`src/rtl/id_ex_stage_reg.sv`:
```
// ID/EX pipeline stage register: valid/ready on both sides, two-entry skid buffer,
// flush for branch/exception kill and a saturating back-pressure counter.
module id_ex_stage_reg #(
    parameter int DATA_W = 32,
    parameter int ADDR_W = 4,
    parameter int CTRL_W = 11,
    parameter int CNT_W  = 16
) (
    input  logic              clk,
    input  logic              rst_n,

    input  logic              in_valid,
    output logic              in_ready,
    input  logic [CTRL_W-1:0] ctrl_in,
    input  logic [DATA_W-1:0] regA_in,
    input  logic [DATA_W-1:0] regB_in,
    input  logic [DATA_W-1:0] pc_in,
    input  logic [ADDR_W-1:0] regC_adress_in,

    output logic              out_valid,
    input  logic              out_ready,
    output logic [CTRL_W-1:0] ctrl_out,
    output logic [DATA_W-1:0] regA_out,
    output logic [DATA_W-1:0] regB_out,
    output logic [DATA_W-1:0] pc_out,
    output logic [ADDR_W-1:0] regC_adress_out,

    input  logic              flush,
    output logic [CNT_W-1:0]  stall_cnt,
    input  logic              stall_clr
);

    localparam int PAY_W = CTRL_W + 3 * DATA_W + ADDR_W;

    // Encoding is {main_valid, skid_valid} so the valid bits fall straight out of the state.
    typedef enum logic [1:0] {
        S_EMPTY = 2'b00,
        S_ONE   = 2'b10,
        S_TWO   = 2'b11
    } state_e;

    state_e            state_q, state_d;
    logic [PAY_W-1:0]  main_q, main_d;
    logic [PAY_W-1:0]  skid_q, skid_d;
    logic [CNT_W-1:0]  stall_cnt_q, stall_cnt_d;

    logic              main_valid;
    logic              skid_valid;
    logic              in_fire;
    logic              out_fire;
    logic [PAY_W-1:0]  in_payload;

    assign main_valid = state_q[1];
    assign skid_valid = state_q[0];
    assign in_payload = {ctrl_in, regA_in, regB_in, pc_in, regC_adress_in};

    // in_ready comes only from flops, so no combinational path from out_ready reaches decode.
    assign in_ready  = !skid_valid;
    assign out_valid = main_valid;
    assign in_fire   = in_valid && in_ready;
    assign out_fire  = out_valid && out_ready;

    // NOTE: every always_comb output gets a default first so no latch can be inferred.
    always_comb begin
        state_d = state_q;
        main_d  = main_q;
        skid_d  = skid_q;

        unique case (state_q)
            S_EMPTY: begin
                if (in_fire) begin
                    state_d = S_ONE;
                    main_d  = in_payload;
                end
            end
            S_ONE: begin
                if (in_fire && out_ready) begin
                    main_d = in_payload;
                end else if (in_fire) begin
                    state_d = S_TWO;
                    skid_d  = in_payload;
                end else if (out_fire) begin
                    state_d = S_EMPTY;
                end
            end
            S_TWO: begin
                if (out_fire) begin
                    state_d = S_ONE;
                    main_d  = skid_q;
                end
            end
            default: state_d = S_EMPTY;
        endcase

        // Flush kills everything; payload is left alone so data outputs keep their last value.
        if (flush) begin
            state_d = S_EMPTY;
            main_d  = main_q;
            skid_d  = skid_q;
        end
    end

    always_comb begin
        stall_cnt_d = stall_cnt_q;
        if (stall_clr) begin
            stall_cnt_d = '0;
        end else if (out_valid && !out_ready && (stall_cnt_q != {CNT_W{1'b1}})) begin
            stall_cnt_d = stall_cnt_q + 1'b1;
        end
    end

    // NOTE: sequential state uses non-blocking assignments; payload flops are reset too,
    // because the data outputs must read zero while reset is held.
    always_ff @(posedge clk or negedge rst_n) begin
        if (!rst_n) begin
            state_q     <= S_EMPTY;
            main_q      <= '0;
            skid_q      <= '0;
            stall_cnt_q <= '0;
        end else begin
            state_q     <= state_d;
            main_q      <= main_d;
            skid_q      <= skid_d;
            stall_cnt_q <= stall_cnt_d;
        end
    end

    logic [CTRL_W-1:0] main_ctrl;

    assign {main_ctrl, regA_out, regB_out, pc_out, regC_adress_out} = main_q;
    assign ctrl_out  = main_valid ? main_ctrl : '0;
    assign stall_cnt = stall_cnt_q;

endmodule

```
`config.mk`:
```
export PLATFORM = sky130hd
export DESIGN_NAME = id_ex_stage_reg
export DESIGN_NICKNAME = d
export VERILOG_FILES = /design/src/rtl/id_ex_stage_reg.sv
export SDC_FILE = /design/constraint.sdc
export NUM_CORES = 1
export LEC_CHECK = 0
export ABC_AREA = 0
export BUFFER_PORTS_ARGS = -buffer_cell sky130_fd_sc_hd__buf_2
export CAP_MARGIN = 20
export CORE_UTILIZATION = 25
export CTS_BUF_LIST = sky130_fd_sc_hd__clkbuf_16
export DETAILED_ROUTE_END_ITERATION = 12
export GPL_TIMING_DRIVEN = 0
export PLACE_DENSITY = 0.46
export SETUP_SLACK_MARGIN = 0.02
export SYNTH_ARGS = -nofsm -noshare
export SYNTH_HDL_FRONTEND = slang
export SYNTH_SLANG_ARGS = --single-unit
```
`constraint.sdc`:
```
create_clock -name clk -period 5.4 [get_ports clk]
set_input_delay 1.35 -clock clk [delete_from_list [all_inputs] [get_ports clk]]
set_output_delay 1.35 -clock clk [all_outputs]
set_load 0.01 [all_outputs]
```
# Word-level counts from Yosys, hierarchy flattened
# Index checks and enable logic that the tools add are counted.
# totals
output_inout_bits	129
inputBits	117
register_bits	240
# op_classes
bitwise	2
n_reduce_logical	13
add_sub_neg	1
eq_ne	10
muxes	14
# op_table
cell	count
$mux 111	3
$pmux 111 s3	1
$mux 16	2
$add 16x1->16 const B	1
$ne 16x16->1 const B	1
$mux 2	6
$mux 11	1
$ne 3x3->1 const B	3
$reduce_and 4->1	2
$ne 2x2->1 const B	3
$pmux 2 s3	1
$logic_and 1x1->1	5
$reduce_and 5->1	1
$eq 2x2->1 const B	2
$ne 4x4->1 const B	1
$reduce_bool 3->1	1
$logic_not 1->1	2
$logic_not 2->1	1
$not 1->1	2
$reduce_bool 2->1	1

# Depth between registers and ports, before layout
# depth
depth_word	6
ltp_mapped	8
ltp_nobuf	6

# Worst setup path after synthesis
# OpenSTA, ideal clock, no wires.
# synth_timing
path_type	input-to-reg
from	in out_ready
to	reg main_q[0]
path_buffers	2
cell_stages	6
slack_ns	2.779
t_arrival_ns	2.496
setup_ns	0.125
path_cell_list	nand2_2 > a211o_1 > a21oi_4 > buf_12 > buf_12 > mux2_4
# synth_between
elab_chain_len	3
word_cells_on_any_way	5
cone_classes	2 x eq/ne; 3 x reduce/logical
# synth_rtl
element	line	source
start, declared	21	input logic out_ready,
$logic_and 1x1->1 (on tied branches)	77, 61	
$ne 2x2->1 (no source line)	--	
$reduce_and 5->1 (no source line) *	--	
end signal, assigned	122	main_q <= main_d;
end, declared	43	logic [PAY_W-1:0] main_q, main_d;
# Every way passes the cells marked *; elsewhere a longest branch is shown, timed or not.
# A chain may end at the register's enable or synchronous reset.

# Worst setup path after layout
# layout_timing
from	reg state_q[1]
to	out ctrl_out[3]
# layout_between
elab_chain_len	1
# layout_rtl
element	line	source
start, declared	42	state_e state_q, state_d;
start signal, assigned	121	state_q <= state_d;
$mux 11	131	assign ctrl_out = main_valid ? main_ctrl : '0;
end, declared	22	output logic [CTRL_W-1:0] ctrl_out,
# No other way between the ends.

==> out/qor.tcl <==
set qor(finish.net_count) 1239
set qor(hold_path_startpoint) {main_q[103]}
set qor(layout-area-overhead-vs-synth_pct) 25.0
set qor(critPathRequiredTime_ps) 4050
set qor(criticalPathCategory) {register to output port}
set qor(power.static_leakage_nw) 7.52
set qor(reg2reg_to) {main_q[59]}
set qor(grt_max_degree) 108
set qor(portBuffers) 245
set qor(report.final.hold_viol_count) 0
set qor(synth_largest_type_area_fraction_pct) 48.4
set qor(most-common-layout-cells) {249 x sky130_fd_sc_hd__buf_2, 240 x sky130_fd_sc_hd__dfrtp_1, 180 x sky130_fd_sc_hd__mux2_4}
set qor(drt-total-wl_mm) 29.6
set qor(dr_total_vias) 7298
set qor(synth_seq_area_share_pct) 48.4
set qor(final.period_utilization_pct) 64.6
set qor(drive_above_1_share_pct) 66.8
set qor(die_area_sq_um) 50600
set qor(critPathLaunchType) {register}
set qor(worstSkewPairLatency_ps) 580
set qor(setup_viol) 0
set qor(rsz0062_at_grt) {false}
set qor(floorplan.initialDensity_pct) 25.4
set qor(numCtsBuffers) 31
set qor(dpl_cell_area_sq_um) 14500
set qor(critical_path.top_delay_family) {flip-flops}
set qor(post_synth_inst_count) 837
set qor(yosys_register_bits) 240
set qor(final.setup_skew_ps) 18.1
set qor(mostFrequentLayoutCell) {sky130_fd_sc_hd__buf_2}
set qor(worstHoldPathCells) 1
set qor(clockBufferDepth) 3
set qor(peakVddDrop_uv) 317
set qor(worstHoldPathType) {register to register}
set qor(ant_nets) 0
set qor(global_route_wire_length_before_repair_mm) 46.3
set qor(dp.final_hpwl_mm) 20.0
set qor(final_max_slew_viol_count) 0
set qor(die_height_um) 225
set qor(dp_slack_ps) 2300
set qor(clock_tree.htree_level_count) 1
set qor(yosys.area.top_type) {sky130_fd_sc_hd__dfrtp_1}
set qor(worst_r2r_startpoint) {state_q[1]}
set qor(worst_slew_margin_rel_pct) 50.2
set qor(worst_setup_path_startpoint) {state_q[1]}
set qor(chipWidth_um) 225
set qor(max_cap_viols) 0
set qor(place_inst) 1748
set qor(netlist-cell-type-count) 38
set qor(setup.reg_to_reg.worst_slack_ps) 2420
set qor(final_util_pct) 31.7
set qor(firstDrtPassIters) 4
set qor(critical_path.slowest_cell) {sky130_fd_sc_hd__dfrtp_1}
set qor(clock_edge_transition_at_the_registers_on_the_reported_setup_and_hold_paths_ps) 60
set qor(maxClockFrequency_ghz) 0.287
set qor(synth.net_count) 959
set qor(core.rowCount) 81
set qor(synth.avg_cell_area_sq_um) 14.8
set qor(grt.total_usage_pct) 11.7
set qor(antenna_violations_before_repair) 9
set qor(final_wtd_congestion) 0.748
set qor(worstHoldEndpoint) {main_q[103]}
set qor(hold_ws_ps) 500
set qor(route.detailed.drc) 0
set qor(tritoncts) {yes}
set qor(timing_worst_slew_pin_value_ps) 748
set qor(number_of_vias_per_cell_after_detailed_routing) 4.05
set qor(outcome) {finished clean}
set qor(yosysWarnings) 0
set qor(core_area_sq_um) 49000
set qor(cts_hold_buf) 0
set qor(crit_chain) {clkbuf_1 > and2_1 > buf_2}
set qor(power.density_nw_per_um2) 537
set qor(stdcell_area_sq_um) 15500
set qor(netlist_area_sq_um) 12400
set qor(setup.worst_path.end_class) {output port}
set qor(critical_path_peak_fanout) 12
set qor(numClockSinks) 240
set qor(worst-endpoint-arrival_ps) 2140
set qor(critPathMaxStageDelay_ps) 710
set qor(routed_length_per_placed_instance_um) 16.4
set qor(first_iter_violations) 208
set qor(cts_resized) 0
set qor(number_of_global_route_vias_before_repair) 7705
set qor(layout_setup_ws_ps) 1910
set qor(ioPinCount) 246
set qor(globalRouteOverflowTotal) 0
set qor(cts_root_buf) {sky130_fd_sc_hd__clkbuf_16}
set qor(cp_num_buf_inv) 2
set qor(synth_top_cells_by_area) {sky130_fd_sc_hd__dfrtp_1 48%, sky130_fd_sc_hd__mux2_4 22%, sky130_fd_sc_hd__mux2_2 15%, sky130_fd_sc_hd__buf_4 6.2%, sky130_fd_sc_hd__buf_12 1.6%}
set qor(period_needed_ps) 3490
set qor(instances_no_fill) 1802
set qor(cts_post_setup_buffers_inserted) 0
set qor(ff2ff_path_depth) 8
## how the worst max path moves through the flow
stage	endpoint	slack, ps	cells past startpoint
after floorplan	main_q[0]	2780	6
after global placement	main_q[4]	-2000	1
after detailed placement	main_q[55]	2300	7
after CTS	ctrl_out[8]	1790	3
after global routing	ctrl_out[8]	1730	3
final	ctrl_out[3]	1910	3
## synthesized netlist by cell type (all sizes together)
cell	instances
nand3b	1
a311oi	1
and3	3
a31oi	3
a211o	2
inv	4
or4	2
nand2b	5
and4b	1
o21ai	1
a21o	1
nand4	4
clkbuf	14
mux2i	2
nor3	6
nor2	11
nand2	9
and4	3
mux2	342
nand3	4
or3	3
and3b	1
a211oi	7
dfrtp	240
nor2b	11
buf	127
ha	5
o31ai	2
and2	13
a21oi	9
## layout make-up
cell class                 instances  area (sq um)
inverter                           4          15.0
buffer                           141          1160
multi-input combinational        452          5240
timing repair buffer             247          1290
fill                            4972         33400
tap                              664           831
sequential                       240          6010
clock buffer                      31           776
clock inverter                    22           200
antenna                            1          2.50
## power by group
group	switching (mW)	internal [mW]	leakage, nW
clock	0.823	1.22	0.487
sequential	0.468	2.66	2.90
combinational	1.08	2.10	4.14
## registers in the layout (all words and copies together), names as in the netlist
signal,flops
skid_q,111
stall_cnt,16
main_q,111
state_q,2
## per-stage QoR
stage / TNS, ps / power (mW)
2_1_floorplan: 0 / 5.45
3_3_place_gp: -472390 / 6.32
3_5_place_dp: 0 / 6.36
4_1_cts: 0 / 8.49
5_1_grt: 0 / 8.86
6_report: 0 / 8.34
## metal layers
metal  global-route usage (%)  vias to the layer above  wire length [um]
met5                        0                        -               103
met4                     3.07                       16               718
met3                     3.67                       52              1880
met2                     17.4                      179             12900
met1                     16.3                     3630             14000
li1                         -                     3421                 -
## worst reg2reg max path: stages (launching register included)
cell                       delay (ps)
sky130_fd_sc_hd__dfrtp_1          710
sky130_fd_sc_hd__clkbuf_1         490
sky130_fd_sc_hd__inv_1            140
sky130_fd_sc_hd__ha_1             260
sky130_fd_sc_hd__a211o_1          300
sky130_fd_sc_hd__a21oi_4          210
sky130_fd_sc_hd__buf_12           240
sky130_fd_sc_hd__buf_12           200
sky130_fd_sc_hd__mux2_4           310
## kinds of logic (layout without fill, tap and decap cells)
family / after synthesis / in the layout / synth area share [%]
mux: 344 / 344 / 36.6
flops: 240 / 240 / 48.4
buf+inv: 145 / 445 / 9.43
simple gates: 77 / 77 / 3.60
compound gates: 26 / 26 / 1.46
fa+ha+maj: 5 / 5 / 0.504
other cells: 0 / 1 / 0
No activity file was read; power rests on OpenSTA's default activity.
